$ cat src/rtl/fish_sprite_ctrl.sv
// Fish sprite controller: per-frame horizontal motion with edge bounce, and a
// two-stage per-pixel pipeline sharing one 16x32 sprite ROM among NUM_FISH fish.
module fish_sprite_ctrl #(
    parameter int          NUM_FISH  = 2,
    parameter int          H_MAX     = 640,
    parameter int          SPEED     = 1,
    parameter int          X0        = 100,
    parameter int          X_SPACING = 64,
    parameter int          Y0        = 200,
    parameter int          Y_SPACING = 40,
    parameter logic [11:0] KEY_COLOR = 12'h0F0
) (
    input  logic                      clk,
    input  logic                      reset_n,
    input  logic                      enable,
    input  logic                      frame_tick,
    input  logic                      video_on,
    input  logic [9:0]                x,
    input  logic [9:0]                y,
    output logic [3:0]                rom_row,
    output logic [4:0]                rom_col,
    input  logic [11:0]               rom_data,
    output logic [11:0]               rgb_out,
    output logic                      fish_on,
    output logic                      busy,
    output logic [10*NUM_FISH-1:0]    fish_x,
    output logic [NUM_FISH-1:0]       fish_dir
);

    localparam int              IW       = (NUM_FISH > 1) ? $clog2(NUM_FISH) : 1;
    localparam logic [IW-1:0]   LAST_IDX = IW'(NUM_FISH - 1);
    localparam logic [10:0]     X_LIM    = 11'(H_MAX - 32);
    localparam logic [10:0]     STEP     = 11'(SPEED);

    typedef enum logic [0:0] {
        ST_IDLE   = 1'b0,
        ST_UPDATE = 1'b1
    } state_t;

    function automatic logic [9:0] init_x(input int k);
        return 10'(X0 + k * X_SPACING);
    endfunction

    function automatic logic [10:0] fish_y(input int k);
        return 11'(Y0 + k * Y_SPACING);
    endfunction

    function automatic logic [3:0] fish_y_lo(input int k);
        logic [10:0] fy;
        fy = fish_y(k);
        return fy[3:0];
    endfunction

    // Returns {new_dir, new_x}; 11-bit math so neither edge test can wrap.
    function automatic logic [10:0] move(input logic [9:0] px, input logic d);
        logic [10:0] ext;
        logic [10:0] nxt;
        ext = {1'b0, px};
        if (d) begin
            nxt = ext + STEP;
            if (nxt >= X_LIM) begin
                return {1'b0, X_LIM[9:0]};
            end else begin
                return {1'b1, nxt[9:0]};
            end
        end else begin
            if (ext < STEP) begin
                return {1'b1, 10'd0};
            end else begin
                nxt = ext - STEP;
                return {1'b0, nxt[9:0]};
            end
        end
    endfunction

    state_t                r_state;
    logic [IW-1:0]         r_idx;
    logic                  r_busy;
    logic [9:0]            r_x [NUM_FISH];
    logic [NUM_FISH-1:0]   r_dir;
    logic                  r_hit_d1;
    logic                  r_fish_on;
    logic [11:0]           r_rgb;

    logic [NUM_FISH-1:0]   w_hit;
    logic                  w_any;
    logic [IW-1:0]         w_win;
    logic [4:0]            w_dx;
    logic [3:0]            w_dy;
    logic                  w_wdir;
    logic                  w_fish_on_next;

    genvar gk;
    generate
        for (gk = 0; gk < NUM_FISH; gk++) begin : g_fish
            localparam logic [10:0] FY = fish_y(gk);
            assign w_hit[gk] = video_on
                && ({1'b0, x} >= {1'b0, r_x[gk]})
                && ({1'b0, x} <  ({1'b0, r_x[gk]} + 11'd32))
                && ({1'b0, y} >= FY)
                && ({1'b0, y} <  (FY + 11'd16));
            assign fish_x[10*gk +: 10] = r_x[gk];
        end
    endgenerate

    // Priority pick: scanning downwards leaves the lowest-index hit as winner.
    always_comb begin
        w_win = '0;
        for (int k = NUM_FISH - 1; k >= 0; k--) begin
            w_win = w_hit[k] ? IW'(k) : w_win;
        end
    end

    assign w_any          = |w_hit;
    assign w_dx           = x[4:0] - r_x[w_win][4:0];
    assign w_dy           = y[3:0] - fish_y_lo(int'(w_win));
    assign w_wdir         = r_dir[w_win];
    assign rom_row        = w_any ? w_dy : 4'd0;
    assign rom_col        = w_any ? (w_wdir ? (5'd31 - w_dx) : w_dx) : 5'd0;
    assign w_fish_on_next = r_hit_d1 && (rom_data != KEY_COLOR);

    // Motion FSM: one fish updated per cycle after an accepted frame tick.
    always_ff @(posedge clk) begin
        if (!reset_n) begin
            r_state <= ST_IDLE;
            r_idx   <= '0;
            r_busy  <= 1'b0;
            r_dir   <= '1;
            for (int k = 0; k < NUM_FISH; k++) begin
                r_x[k] <= init_x(k);
            end
        end else begin
            case (r_state)
                ST_IDLE: begin
                    if (frame_tick && enable) begin
                        r_state <= ST_UPDATE;
                        r_idx   <= '0;
                        r_busy  <= 1'b1;
                    end else begin
                        r_busy  <= 1'b0;
                    end
                end
                ST_UPDATE: begin
                    {r_dir[r_idx], r_x[r_idx]} <= move(r_x[r_idx], r_dir[r_idx]);
                    if (r_idx == LAST_IDX) begin
                        r_state <= ST_IDLE;
                        r_idx   <= '0;
                        r_busy  <= 1'b0;
                    end else begin
                        r_idx   <= r_idx + IW'(1);
                    end
                end
                default: begin
                    r_state <= ST_IDLE;
                    r_idx   <= '0;
                    r_busy  <= 1'b0;
                end
            endcase
        end
    end

    // Pixel pipeline: hit flag aligned with ROM data, then keyed colour out.
    always_ff @(posedge clk) begin
        if (!reset_n) begin
            r_hit_d1  <= 1'b0;
            r_fish_on <= 1'b0;
            r_rgb     <= 12'd0;
        end else begin
            r_hit_d1  <= w_any;
            r_fish_on <= w_fish_on_next;
            r_rgb     <= w_fish_on_next ? rom_data : 12'd0;
        end
    end

    assign busy     = r_busy;
    assign fish_dir = r_dir;
    assign fish_on  = r_fish_on;
    assign rgb_out  = r_rgb;

endmodule

$ cat config.mk
export PLATFORM = sky130hd
export DESIGN_NAME = fish_sprite_ctrl
export DESIGN_NICKNAME = d
export VERILOG_FILES = /design/src/rtl/fish_sprite_ctrl.sv
export SDC_FILE = /design/constraint.sdc
export NUM_CORES = 1
export LEC_CHECK = 0
export BUFFER_PORTS_ARGS = -buffer_cell sky130_fd_sc_hd__buf_2
export CORE_ASPECT_RATIO = 1.5
export CORE_MARGIN = 1.5
export CORE_UTILIZATION = 35
export DETAILED_ROUTE_END_ITERATION = 6
export PLACE_DENSITY_LB_ADDON = 0.2
export SYNTH_ARGS = -nofsm -noshare
export SYNTH_HDL_FRONTEND = slang
export SYNTH_SLANG_ARGS = --single-unit
$ cat constraint.sdc
create_clock -name clk -period 6.5 [get_ports clk]
set_input_delay 0 -clock clk [delete_from_list [all_inputs] [get_ports clk]]
set_output_delay 0 -clock clk [all_outputs]
set_load 0.02 [all_outputs]
==> flow_summary.yaml, run 1 <==
run_status:
  status: "complete, no violations"
critical_path:
  worst_setup_path_start_kind: "register"
  worstReg2RegEnd: "fish_x[0]"
  required_ns: 6.50
  rr_worst_depth: 13
  crit_start: "fish_x[15]"
  crit_type: "register to primary output"
  crit_end: "rom_col[4]"
  cp_data_arrival_time_ns: 4.41
  end_kind: "primary output"
  slowest_stage: "dfxtp_1"
  rrSetupSlack_ns: 3.22
  worstSetupPathDepth: 19
  path_delay_family: "adder cells"
  path_max_fanout: 15
  crit_chain: "ha_1, nand3_1, xnor2_1, ha_1, and4_1, o21ai_0, a21oi_1, o32ai_1, nand3_1, mux2_2, ha_1, inv_1, fa_1, a21o_1, a21oi_1, xnor2_1, xnor2_1, o22ai_1, buf_2"
  critPathMaxStageDelay_ns: 0.48
  crit_buf_inv: 2
  r2r_start: "r_idx"
clock_tree:
  cts-htree-levels: 2
  insertion_delay_ns: 0.29
  cts_tree: "yes"
  clk_pin_slew_ns: 0.06
  cts-buffers-inserted: 5
  cts.sinks: 39
  cts_max_path_buffers: 2
  root_buffer: "clkbuf_16"
  post-cts-setup-buffers: 0
  ctsResizeCount: 0
yosys:
  yosysSeqAreaShare_pct: 22.27
  syn-cell-area_mm2: 0.003506
  ys_async_sr_fraction_pct: 0
  synth_edf_count: 0
  synth_nets: 523
  avgSynthCellArea_um2: 7.896
  synthCells: 444
  synthTopCellsByArea: "dfxtp_1 22%, ha_1 15%, xnor2_1 4.7%"
  yosysTopAreaCell: "dfxtp_1"
  synth_top_area_share_pct: 22.27
  synthFlopType: "dfxtp_1"
  ys_ff_latch: 39
  synthTopCellsByCount: "43 x nand2_1, 41 x ha_1, 39 x dfxtp_1"
  synth_most_common_cell: "nand2_1"
  synth.distinct_cells: 61
  yosysWarningCount: 0
power_and_ir_drop:
  clkPwrFrac_pct: 40.2
  pwr-share-comb_pct: 24.5
  peakVddDrop_mv: 0.1474
  p_int_uw: 515.0
  seqPwrFrac_pct: 35.3
  power_uw: 727.4
  power_switching_uw: 212.4
  power.switching_fraction_pct: 29.20
  cellLeakagePower_nw: 1.894
  powerDensity_mw_per_mm2: 170.4
floorplanning:
  std_cell_rows: 44
  io_pins: 82
  die_w_um: 84.72
  start_util_pct: 36.18
  die_h_um: 125.6
  core_area_mm2: 0.009689
  design.die.area_mm2: 0.01064
timing:
  grt_setup_unrepaired: "false"
  max_freq_ghz: 0.2269
  worst_pin_slew_ns: 0.7656
  slew_headroom_pct: 48.72
  post-route-period-util_pct: 67.82
  tns_ns: 0
  drv_slew: 0
  fin_worst_skew_ns: 0.007511
  finalSetupViolations: 0
  finalHoldViolations: 0
  period_needed_ns: 4.408
routing:
  firstDrtPassIters: 4
  wl_um: 10560
  drtIter0Drc: 120
  viasPerCell: 5.518
  post-route-drc-count: 0
  num_vias: 3548
  antenna_left: 0
  wl_per_cell_um: 16.42
placement:
  placed_cell_area_mm2: 0.003975
  gp_congestion: 0.9238
  post-dp-hpwl_um: 8228
  io_buffer_count: 81
global_routing:
  grt_use_total_pct: 19.69
  grt_pass1_vias: 3448
  grt_overflow_total: 0
  grt_pass1_wl_um: 16790
  antenna_found_initial: 0
  grt_max_degree: 45
flow_run:
  maxCapViolations: 0
finish:
  area_delta_synth_final_pct: 21.77
  final_util_pct: 44.06
  nNetsFinal: 606
  layout-drive-gt1-share_pct: 19.13
  n_antenna_cell: 0
  final_area_mm2: 0.004269
hold_path:
  worstHoldPathType: "input port to register"
-- per-layer routing --
| layer | vias up | wire, um | track usage, % |
|---|---|---|---|
| met5 | - | 0 | 0 |
| li1 | 1753 | - | - |
| met1 | 1675 | 4074 | 21.41 |
| met4 | 0 | 220 | 7.875 |
| met2 | 105 | 5830 | 37.96 |
| met3 | 15 | 435 | 1.980 |
-- cells in the final DEF (no fill, tap or decap), types with 15 or more instances in the layout --
cell type	count
mux2i_1	15
and2_1	18
dfxtp_1	39
buf_2	81
ha_1	41
nand2_1	43
inv_1	32
a21oi_1	19
nor2_1	31
o21ai_0	30
xnor2_1	19
-- worst min path at each step --
stage / start / slack (ns) / depth (start not counted) / end
global route: frame_tick / 0.10 / 4 / r_idx
global placement: rom_data[7] / 0.21 / 2 / rgb_out[7]
detailed placement: rom_data[4] / 0.22 / 2 / rgb_out[4]
finish: enable / 0.06 / 4 / r_idx
floorplan: rom_data[0] / 0.12 / 1 / rgb_out[0]
CTS: enable / 0.06 / 4 / r_idx
-- registers in the layout, summed over array words and instances (netlist names) --
register  cells
r_state       1
fish_on       1
r_idx         1
busy          1
fish_dir      2
fish_x       20
rgb_out      12
r_hit_d1      1
-- power groups by stage --
stage | clock network (mW) | logic (mW) | registers (mW)
floorplan | 0 | 0.121 | 0.261
global placement | 0 | 0.169 | 0.262
detailed placement | 0 | 0.172 | 0.262
CTS | 0.300 | 0.179 | 0.257
global route | 0.307 | 0.197 | 0.258
finish | 0.292 | 0.178 | 0.257
-- tightest hold or removal path, cell delays in order --
cell      delay, ns
buf_2          0.08
nand2_1        0.07
nand3b_1       0.08
a21boi_0       0.07
-- stage by stage --
| stage | setup WS, ns | hold slack [ns] | instances |
|---|---|---|---|
| finish | 2.092 | 0.05528 | 643 |
| global route | 1.716 | 0.1005 | 643 |
| CTS | 2.051 | 0.05522 | 643 |
| detailed placement | 2.379 | 0.2205 | 623 |
| global placement | 2.456 | 0.2100 | 623 |
| floorplan | 2.767 | 0.1217 | 444 |
-- area by class of cell --
class | count | area (um2)
fill | 981 | 5420
multi-input combinational | 354 | 2510
sequential | 39 | 780.7
timing repair buffer | 95 | 540.5
tap | 115 | 143.9
clock buffer | 6 | 138.9
inverter | 32 | 120.1
clock inverter | 2 | 35.03
-- what timing repair did --
| item | CTS | global route |
|---|---|---|
| hold endpoints to repair | 12 | 0 |
| hold buffers | 12 | 0 |
| setup endpoints to repair | 0 | 0 |
-- logic make-up (layout without fill, tap and decap cells) --
| family | count (synthesis) | after routing | synth area share (%) |
|---|---|---|---|
| and+or+nand+nor | 154 | 154 | 22.63 |
| xor gates and xnor gates | 24 | 24 | 5.996 |
| DFF | 39 | 39 | 22.27 |
| buffers and inverters | 51 | 135 | 6.138 |
| adders and majority gates | 42 | 42 | 15.20 |
| muxes | 19 | 19 | 5.567 |
| AOI/OAI and AO/OA | 115 | 115 | 22.20 |
No activity file was read; power rests on OpenSTA's default activity.
==> inputs of run 2 (changes only) <==
Settings changed: ABC_AREA set to 1.
Clock period 6.5 ns to 4.5 ns, I/O delays scaled along.
==> flow_summary.yaml, run 2 <==
hold_path:
  worstHoldPathType: "input port to register"
  hold_path_end: "r_idx"
  hold_depth: 4
  hp-start: "enable"
power_and_ir_drop:
  peakVddDrop_mv: 0.1623
  cellLeakagePower_nw: 2.377
  power_mw: 1.142
  powerDensity_mw_per_mm2: 262.7
yosys:
  synthFlopType: "dfxtp_1"
  yosysSeqAreaShare_pct: 21.98
  ys_async_sr_fraction_pct: 0
  synth_nets: 630
  ys_ff_latch: 39
  yosysWarningCount: 0
  synthCells: 551
  synth_most_common_cell: "nand2_1"
  synth_edf_count: 0
  syn-cell-area_mm2: 0.003552
  yosysTopAreaCell: "dfxtp_1"
  synthTopCellsByArea: "dfxtp_1 22%, nand2_1 15%, ha_1 14%"
  synthTopCellsByCount: "140 x nand2_1, 88 x inv_1, 66 x nor2_1"
  avgSynthCellArea_um2: 6.447
  synth.distinct_cells: 43
  synth_top_area_share_pct: 21.98
finish:
  n_antenna_cell: 0
  final_area_mm2: 0.004347
  layout-drive-gt1-share_pct: 19.41
  largest_register_ffs: 20
  nNetsFinal: 722
  num-fill-cells: 1037
  final_cell_mix: "140 x nand2_1, 88 x inv_1, 81 x buf_2"
  mostFrequentLayoutCell: "nand2_1"
  area_delta_synth_final_pct: 22.37
clock_tree:
  cts_max_path_buffers: 2
  cts-htree-levels: 2
  ctsResizeCount: 0
  cts-buffers-inserted: 5
  cts_hold_buf: 13
  cts_tree: "yes"
  root_buffer: "clkbuf_16"
  insertion_delay_ns: 0.28
  cts.sinks: 39
  clk_pin_slew_ns: 0.06
  post-cts-setup-buffers: 0
critical_path:
  worst_setup_path_start_kind: "register"
  rr_worst_depth: 15
  r2r_start: "r_idx"
  cp_data_arrival_time_ns: 3.80
  required_ns: 4.50
  end_kind: "primary output"
  path_max_fanout: 14
  crit_type: "register to primary output"
  worstReg2RegEnd: "fish_x[12]"
  rrSetupSlack_ns: 1.87
flow_run:
  maxCapViolations: 0
routing:
  firstDrtPassIters: 6
  wl_per_cell_um: 13.54
  wl_um: 10280
  drtIter0Drc: 103
  viasPerCell: 4.943
  num_vias: 3752
  antenna_left: 0
  post-route-drc-count: 7
placement:
  io_buffer_count: 81
  gp_congestion: 0.8915
  post-dp-hpwl_um: 8360
  placed_cell_area_mm2: 0.004048
global_routing:
  met2_usage_pct: 37.49
  grt_pass1_vias: 3745
  grt_use_met1_pct: 20.42
  met3_usage_pct: 2.212
  grt_pass1_wl_um: 16880
  antenna_found_initial: 0
  grt_use_total_pct: 19.38
  grt_overflow_total: 0
  grt_busiest_layer: "met2"
  grt_max_degree: 21
timing:
  worst_pin_slew_ns: 0.9737
  grt_setup_unrepaired: "false"
  max_freq_ghz: 0.2631
  period_needed_ns: 3.800
  fin_worst_skew_ns: 0.005343
  finalHoldViolations: 0
  finalSetupViolations: 0
  tns_ns: 0
  slew_headroom_pct: 34.65
  post-route-period-util_pct: 84.45
  drv_slew: 0
floorplanning:
  start_util_pct: 36.25
  io_pins: 82
  std_cell_rows: 44
  die_h_um: 126.4
  die_w_um: 85.26
  design.die.area_mm2: 0.01078
  core_area_mm2: 0.009799
run_status:
  violations: "design-rule violations"
  status: "complete, but fails checks"
## run 2: where the power goes
group / switching, mW / leakage [nW] / total [mW] / internal [mW]
Sequential: 0.0136 / 0.317 / 0.371 / 0.357
Clock: 0.144 / 0.0838 / 0.406 / 0.261
Combinational: 0.231 / 1.98 / 0.365 / 0.134
## run 2: worst max-delay path: stages, from the launching register on
cell	delay, ns
dfxtp_1	0.37
ha_1	0.30
inv_1	0.04
ha_1	0.28
inv_1	0.05
nor3_1	0.16
nand2_1	0.07
nand3_1	0.06
nand2_1	0.05
nand2_1	0.05
nand2_1	0.06
nand2_1	0.33
nor2_1	0.09
a21oi_1	0.14
ha_1	0.17
inv_1	0.06
fa_1	0.40
nand3_1	0.10
nand2_1	0.06
xor2_1	0.18
inv_1	0.06
nand2_1	0.06
nand2_1	0.06
nand2_1	0.05
nand2_1	0.04
nor2_1	0.08
buf_2	0.16
## run 2: cell type report
| class | count | area (um2) | share of cell area (%) |
|---|---|---|---|
| clock buffer | 5 | 125.1 | 2.879 |
| inverter | 90 | 337.8 | 7.772 |
| sequential | 39 | 780.7 | 17.96 |
| clock inverter | 3 | 43.79 | 1.007 |
| tap | 115 | 143.9 | 3.310 |
| multi-input combinational | 412 | 2372 | 54.58 |
| timing repair buffer | 95 | 543.0 | 12.49 |
## run 2: kinds of logic (layout without fill, tap and decap cells)
group                      count (synthesis)  after routing  synth area share (%)
AOI/OAI and AO/OA                         61             61                 10.57
xor gates and xnor gates                  17             17                 4.192
adders and majority gates                 42             42                 15.01
buffers and inverters                    100            193                 11.24
DFF                                       39             39                 21.98
and+or+nand+nor                          292            292                 37.02
## run 2: worst max-delay path by stage
stage / from / to / cells past startpoint
2_1_floorplan: fish_x[15] / rom_col[4] / 26
3_3_place_gp: fish_x[15] / rom_col[4] / 26
3_5_place_dp: fish_x[15] / rom_col[4] / 26
4_1_cts: fish_x[15] / rom_col[4] / 26
5_1_grt: fish_x[15] / rom_col[4] / 26
6_report: fish_x[15] / rom_col[4] / 26
## run 2: per-stage QoR
step | util, % | worst slack (ns) | std cells | hold WS, ns
2_1_floorplan | - | 1.048 | 551 | 0.1122
3_3_place_gp | 41.30 | 1.143 | 738 | 0.2298
3_5_place_dp | 41.30 | 1.001 | 738 | 0.2344
4_1_cts | 44.36 | 0.6966 | 759 | 0.01428
5_1_grt | 44.36 | 0.2694 | 759 | 0.04291
6_report | 44.36 | 0.6998 | 759 | 0.01500
## run 2: layer usage
metal,vias up,wire length [um]
met5,-,0
met3,28,320
li1,1941,-
met4,0,388
met2,71,5475
met1,1712,4094
